$ cat src/rtl/key_pio_in.sv
`default_nettype none
// +--------------------------------------------------------------------------+
// | Module   : key_pio_in                                                    |
// | Purpose  : Avalon-MM key input port: sync, debounce, edge capture, irq.  |
// |            Optional macro KEY_PIO_BIT_CLEAR_EN: write-1-to-clear capture.|
// | Revision : 1.0 - initial release                                         |
// +--------------------------------------------------------------------------+
module key_pio_in #(
    parameter int WIDTH           = 4,
    parameter int DEBOUNCE_CYCLES = 50000,
    parameter int EDGE_TYPE       = 1
) (
    input  logic             clk,
    input  logic             reset,
    input  logic             chipselect,
    input  logic [1:0]       address,
    input  logic             read_n,
    input  logic             write_n,
    input  logic [WIDTH-1:0] writedata,
    output logic [WIDTH-1:0] readdata,
    input  logic [WIDTH-1:0] in_port,
    output logic             irq
);

    localparam int                 c_CNT_W     = $clog2(DEBOUNCE_CYCLES) + 1;
    localparam logic [c_CNT_W-1:0] c_CNT_MAX   = c_CNT_W'(DEBOUNCE_CYCLES - 1);
    localparam logic [c_CNT_W-1:0] c_CNT_ONE   = c_CNT_W'(1);
    localparam logic [1:0]         c_ADDR_DATA = 2'd0;
    localparam logic [1:0]         c_ADDR_MASK = 2'd2;
    localparam logic [1:0]         c_ADDR_EDGE = 2'd3;

    logic [WIDTH-1:0]   r_sync1_q,      r_sync1_d;
    logic [WIDTH-1:0]   r_sync2_q,      r_sync2_d;
    logic [WIDTH-1:0]   r_stable_q,     r_stable_d;
    logic [WIDTH-1:0]   r_stable_dly_q, r_stable_dly_d;
    logic [c_CNT_W-1:0] r_cnt_q [WIDTH];
    logic [c_CNT_W-1:0] r_cnt_d [WIDTH];
    logic [WIDTH-1:0]   r_edge_cap_q,   r_edge_cap_d;
    logic [WIDTH-1:0]   r_irq_mask_q,   r_irq_mask_d;
    logic [WIDTH-1:0]   r_readdata_q,   r_readdata_d;
    logic               r_irq_q,        r_irq_d;

    logic [WIDTH-1:0]   w_rise;
    logic [WIDTH-1:0]   w_fall;
    logic [WIDTH-1:0]   w_event;
    logic [WIDTH-1:0]   w_clr;
    logic [WIDTH-1:0]   w_rd_mux;
    logic               w_rd_en;
    logic               w_wr_en;

    // Both strobes low counts as a write, so a read needs write_n high.
    assign w_wr_en = chipselect & ~write_n;
    assign w_rd_en = chipselect & ~read_n & write_n;

    always_comb begin
        r_sync1_d = in_port;
        r_sync2_d = r_sync1_q;
    end

    // A new level is accepted only after DEBOUNCE_CYCLES consecutive mismatches.
    always_comb begin
        r_stable_d = r_stable_q;
        for (int i = 0; i < WIDTH; i++) begin
            r_cnt_d[i] = '0;
            if (r_sync2_q[i] != r_stable_q[i]) begin
                if (r_cnt_q[i] == c_CNT_MAX) begin
                    r_stable_d[i] = r_sync2_q[i];
                end else begin
                    r_cnt_d[i] = r_cnt_q[i] + c_CNT_ONE;
                end
            end
        end
    end

    assign r_stable_dly_d = r_stable_q;
    assign w_rise         = r_stable_q & ~r_stable_dly_q;
    assign w_fall         = ~r_stable_q & r_stable_dly_q;

    generate
        if (EDGE_TYPE == 0) begin : g_edge_rise
            assign w_event = w_rise;
        end else if (EDGE_TYPE == 1) begin : g_edge_fall
            assign w_event = w_fall;
        end else begin : g_edge_any
            assign w_event = w_rise | w_fall;
        end
    endgenerate

    always_comb begin
        w_clr = '0;
        if (w_wr_en && (address == c_ADDR_EDGE)) begin
`ifdef KEY_PIO_BIT_CLEAR_EN
            w_clr = writedata;
`else
            w_clr = '1;
`endif
        end
    end

    // Set has priority over clear on the same bit.
    always_comb begin
        r_edge_cap_d = (r_edge_cap_q & ~w_clr) | w_event;
        r_irq_mask_d = r_irq_mask_q;
        if (w_wr_en && (address == c_ADDR_MASK)) begin
            r_irq_mask_d = writedata;
        end
        r_irq_d = |(r_edge_cap_d & r_irq_mask_d);
    end

    always_comb begin
        w_rd_mux = '0;
        case (address)
            c_ADDR_DATA: w_rd_mux = r_stable_q;
            c_ADDR_MASK: w_rd_mux = r_irq_mask_q;
            c_ADDR_EDGE: w_rd_mux = r_edge_cap_q;
            default:     w_rd_mux = '0;
        endcase
        r_readdata_d = w_rd_en ? w_rd_mux : r_readdata_q;
    end

    always_ff @(posedge clk) begin
        if (reset) begin
            r_sync1_q      <= '1;
            r_sync2_q      <= '1;
            r_stable_q     <= '1;
            r_stable_dly_q <= '1;
            for (int i = 0; i < WIDTH; i++) begin
                r_cnt_q[i] <= '0;
            end
            r_edge_cap_q   <= '0;
            r_irq_mask_q   <= '0;
            r_readdata_q   <= '0;
            r_irq_q        <= 1'b0;
        end else begin
            r_sync1_q      <= r_sync1_d;
            r_sync2_q      <= r_sync2_d;
            r_stable_q     <= r_stable_d;
            r_stable_dly_q <= r_stable_dly_d;
            for (int i = 0; i < WIDTH; i++) begin
                r_cnt_q[i] <= r_cnt_d[i];
            end
            r_edge_cap_q   <= r_edge_cap_d;
            r_irq_mask_q   <= r_irq_mask_d;
            r_readdata_q   <= r_readdata_d;
            r_irq_q        <= r_irq_d;
        end
    end

    assign readdata = r_readdata_q;
    assign irq      = r_irq_q;

endmodule
`default_nettype wire

$ cat config.mk
export PLATFORM = sky130hd
export DESIGN_NAME = key_pio_in
export DESIGN_NICKNAME = d
export VERILOG_FILES = /design/src/rtl/key_pio_in.sv
export SDC_FILE = /design/constraint.sdc
export NUM_CORES = 1
export LEC_CHECK = 0
export CORE_UTILIZATION = 62
export CTS_BUF_LIST = sky130_fd_sc_hd__clkbuf_8
export DETAILED_ROUTE_END_ITERATION = 7
export PLACE_DENSITY = 0.82
export SETUP_SLACK_MARGIN = 0.02
export SLEW_MARGIN = 40
export SYNTH_ARGS = -nofsm -noshare
export SYNTH_HDL_FRONTEND = slang
export SYNTH_SLANG_ARGS = --single-unit
$ cat constraint.sdc
create_clock -name clk -period 2 [get_ports clk]
set_input_delay 0.4 -clock clk [delete_from_list [all_inputs] [get_ports clk]]
set_output_delay 0.4 -clock clk [all_outputs]
set_load 0.005 [all_outputs]
Yosys cells after proc, flatten, opt, wreduce, memory -nomap -nowiden:

Memory sizes are Yosys's and may differ from the RTL's.
Cells that the tools add are included.

* memories: 1
* output and inout port bits: 5
* word-level logic and storage cells: 67
* register bits after elaboration: 29
* RAM bits: 68
* bits of input ports: 15

Memories
* r_cnt_q: depth 4, bits a word 17, read ports 4, clocked after Yosys merged registers in 0, wr ports 4, RTL line 36 `logic [c_CNT_W-1:0] r_cnt_q [WIDTH];`

* equality and inequality tests: 10
* bitwise logic cells: 15
* multiplexer cells: 18
* add/sub/neg operators: 4
* reduce and logical (&&, ||, !) cells: 8

Operator list (count)
* 2-to-1 mux 17 bit: 12
* adder 17 x 1 -> 17 bit (second input constant): 4
* equality test 17 x 16 -> 1 bit (second input constant): 4
* bitwise AND 4 bit: 3
* one-hot mux 4 bit (3 select lines): 1
* 2-to-1 mux 4 bit: 2
* NOT 4 bit: 2
* AND reduction 2 bit: 4
* equality test 2 bit (second input constant): 2
* inequality test 1 bit: 4
* OR 1 bit: 4
* OR 4 bit: 1
* OR reduction 4 bit: 1
* bitwise AND 1 bit: 3
* 2-to-1 mux 1 bit: 3
* logical AND 1 bit: 2
* zero test 2 bit: 1
* NOT 1 bit: 2

Logic depth before layout (Yosys ltp):

* depth after elaboration: 9
* gate-level depth with buffers: 6
* mapped depth without buffers: 5

Worst setup path before layout:

No wires, ideal clock.

* path type: reg-to-reg
* from: memory r_cnt_q[1][4] (netlist bit)
* to: memory r_cnt_q[1][9] (netlist bit)
* stages on the path, launching flop included: 6
* setup slack: 297 ps
* clock period less this slack: 1703 ps
* library setup time: 115 ps
* arrival: 1588 ps
* path through: dfxtp_1 -> or4b_1 -> or3_1 -> o21ai_4 -> buf_4 -> nor2_1

RTL lines (RTL line)
* from (decl): 36

==> results.md <==
- CTS max path bufs: 2
- Syn nets: 485
- # rows: 29
- Reg2Reg Setup Slack: 0.15 ns
- Reg clk slew, reported paths: 0.09 ns
- Initial antenna violation count: 0
- GR Util All Layers: 23.7%
- CTS Buf Count: 9
- FF-to-FF path depth: 4
- Worst path cell trace: or4b_1, or3_1, o21ai_4, nor2_1
- Reg-to-reg endpoint: r_cnt_q[1][9]
- Top_reg_cell synth: dfxtp_1
- Compound-gate portion of the synthesized area: 8.89%
- Area of the core: 0.00639 mm2
- Largest net degree at the start of global routing: 17
- Worst Skew: 0.0112 ns
- Post-synthesis mux area share: 2.06%
- CP startpoint kind: flop
- Initial core utilization: 64.8%
- Final setup violation count: 0
- # port buffers: 19
- Setup repair bufs after CTS: 0
- CTS Hold Bufs: 0
- Latest clock arrival within the worst-skew pair: 0.37 ns
- Slowest cell on the critical path: or4b_1
- DP Cell Count: 566
- Register area share after synthesis: 46.9%
- Fin crit period: 1.85 ns
- Crit path max-delay family: simple AND/OR/NAND/NOR gates
- DRC viols: 0
- Post-CTS Resized: 0
- Max_slew headroom: 71.1%
- Class of the most critical setup path: reg2reg
- Nets: 519
- Async SR Flop Fraction: 0%
- Post-synthesis simple-gate area fraction: 28.2%
- Max-slew violation count: 0
- First-pass GRT wire length: 13,500 um
- Setup crit end kind: flop
- Commonest cells after routing, fill and taps aside: dfxtp_1, nor2_1, xnor2_1
- Hold Path Stages: 1
- Die width: 83.7 um
- Total global routing overflow: 0
- Mapped cell area: 0.00414 mm2
- Ports: 20
- Worst EP required: 2.24 ns
- Largest family of logic cells by synthesized area: simple AND/OR/NAND/NOR gates
- Min Hold Slack: 0.415 ns
- H-tree Lvls: 3
- Clk sinks: 97
- Wire per inst: 13.2 um
- Pwr dens: 708 mW/mm2
- Cells after Synth: 466
- Slew at the pin closest to its max-slew limit: 0.432 ns
- WP data arrival: 2.09 ns
- CTS tree: done
- Die area: 0.00700 mm2
- Max cap viols: 0
- Fin cells: 582
- Min-delay src: r_sync1_q[3]
- Reg2reg start: r_cnt_q[1][4]
- Post-synthesis xor/xnor area fraction: 10.2%
- Syn-to-layout area delta: 13.2%
- Syn_area_per_cell: 8.88 um2
- Die Ht: 83.7 um
- Buf+Inv Stages, Crit Path: 0
- Max incr delay on CP: 0.51 ns
- Final hold vios: 0
- WHS Endpoint: r_sync2_q[3]
- Vias in the first global route: 3,127
- CP max FO: 16
- Post-synth EDFFs: 0
- Ys Warns: 0
- Period utilisation layout: 92.5%
- Antenna fix cells: 0
- CTS Root Buffer Type: clkbuf_8
- Hold Crit Class: reg2reg
- Status: finished, final reports clean
- Antenna Nets Post-Route: 0
- Register bit count reported by yosys: 97
- Final WL: 7700 um
- RSZ-0062 raised after global routing: no
- Drt initial violations: 161
- Achievable Freq: 541 MHz
- Commonest non-fill, non-tap cell in the layout: dfxtp_1
- Leakage: 1.50 nW
- Via/cell ratio: 5.74
- Drt pass-1 iters: 4
- Final weighted congestion in routability-driven placement: 0.850
- Share of layout cells above drive strength 1: 10.7%
- Vias: 3,338
- Netlist cell types: 46
- Dpl hpwl: 5460 um
- Adder-cell share of the synthesized area: 1.21%
- Peak supply drop: 0.541 mV
==> stage by stage <==
stage	util, %	cell area, um2	setup TNS, ns	power, mW	setup slack, ns
after floorplan	-	4140	0	2.05	0.297
after global placement	70.3	4490	-0.00964	2.11	-0.00964
after detailed placement	70.3	4490	-0.00998	2.11	-0.00998
after CTS	73.3	4680	0	3.34	0.162
after global routing	73.3	4680	0	3.43	0.0488
final	73.3	4680	0	3.32	0.151
==> worst max-delay path by stage <==
stage / endpoint / slack (ns) / cells past startpoint / from
after global routing: r_cnt_q[1][3] / 0.05 / 4 / r_cnt_q[1][4]
after detailed placement: irq / -0.01 / 6 / chipselect
after floorplan: r_cnt_q[1][9] / 0.30 / 5 / r_cnt_q[1][4]
final: r_cnt_q[1][9] / 0.15 / 4 / r_cnt_q[1][4]
after global placement: irq / -0.01 / 6 / chipselect
after CTS: r_cnt_q[1][12] / 0.16 / 4 / r_cnt_q[1][4]
==> cell usage after synthesis, types with 7 or more instances <==
cell | n | area, um2
nor2_1 | 72 | 270
or2_2 | 13 | 81.3
a21oi_1 | 19 | 95.1
nand2_1 | 27 | 101
nand3_1 | 20 | 100
inv_1 | 15 | 56.3
xor2_1 | 14 | 123
nand4_1 | 17 | 106
dfxtp_1 | 97 | 1940
xnor2_1 | 34 | 298
or3_1 | 15 | 93.8
o21ai_0 | 15 | 75.1
nor4_1 | 10 | 62.6
nor3_1 | 13 | 65.1
clkbuf_1 | 8 | 30.0
and3_1 | 7 | 43.8
==> routing by layer <==
layer | share of wire [%] | global-route usage (%) | up-vias
met5 | 0 | 0 | -
met4 | 2.6 | 12.5 | 0
met3 | 2.8 | 3.66 | 17
met2 | 45 | 38.0 | 54
met1 | 49 | 30.8 | 1566
li1 | - | - | 1701
==> state kept, by name, summed over array words and instances (netlist names) <==
name and flops:
r_cnt_q 68, r_edge_cap_q 4, r_irq_mask_q 4, r_stable_dly_d 4, r_stable_dly_q 4, r_sync1_q 4, r_sync2_q 4, readdata 4
irq 1
==> cell type report <==
class	count	area [um2]
tap	77	96.3
multi-input combinational	343	2090
timing repair buffer	34	303
clock buffer	9	124
clock inverter	7	71.3
sequential	97	1940
fill	494	1700
inverter	15	56.3
==> worst register-to-register path, stage by stage (launching register included) <==
cell and delay (ns):
dfxtp_1 0.35, or4b_1 0.51, or3_1 0.39, o21ai_4 0.39, nor2_1 0.10
==> cell families (layout without fill, tap and decap cells) <==
group,count (synthesis),in the layout
XOR/XNOR,48,48
multiplexers,8,8
buffers and inverters,26,65
adder cells (fa/ha/maj),4,4
AO/OA/AOI/OAI,59,59
flip-flops,97,97
AND/OR/NAND/NOR,224,224
==> where the power goes <==
part | internal, mW | switching [mW]
combinational | 0.0607 | 0.0492
sequential | 1.95 | 0.00764
clock | 0.578 | 0.677
Note: power is estimated with default switching activity, not from simulation.
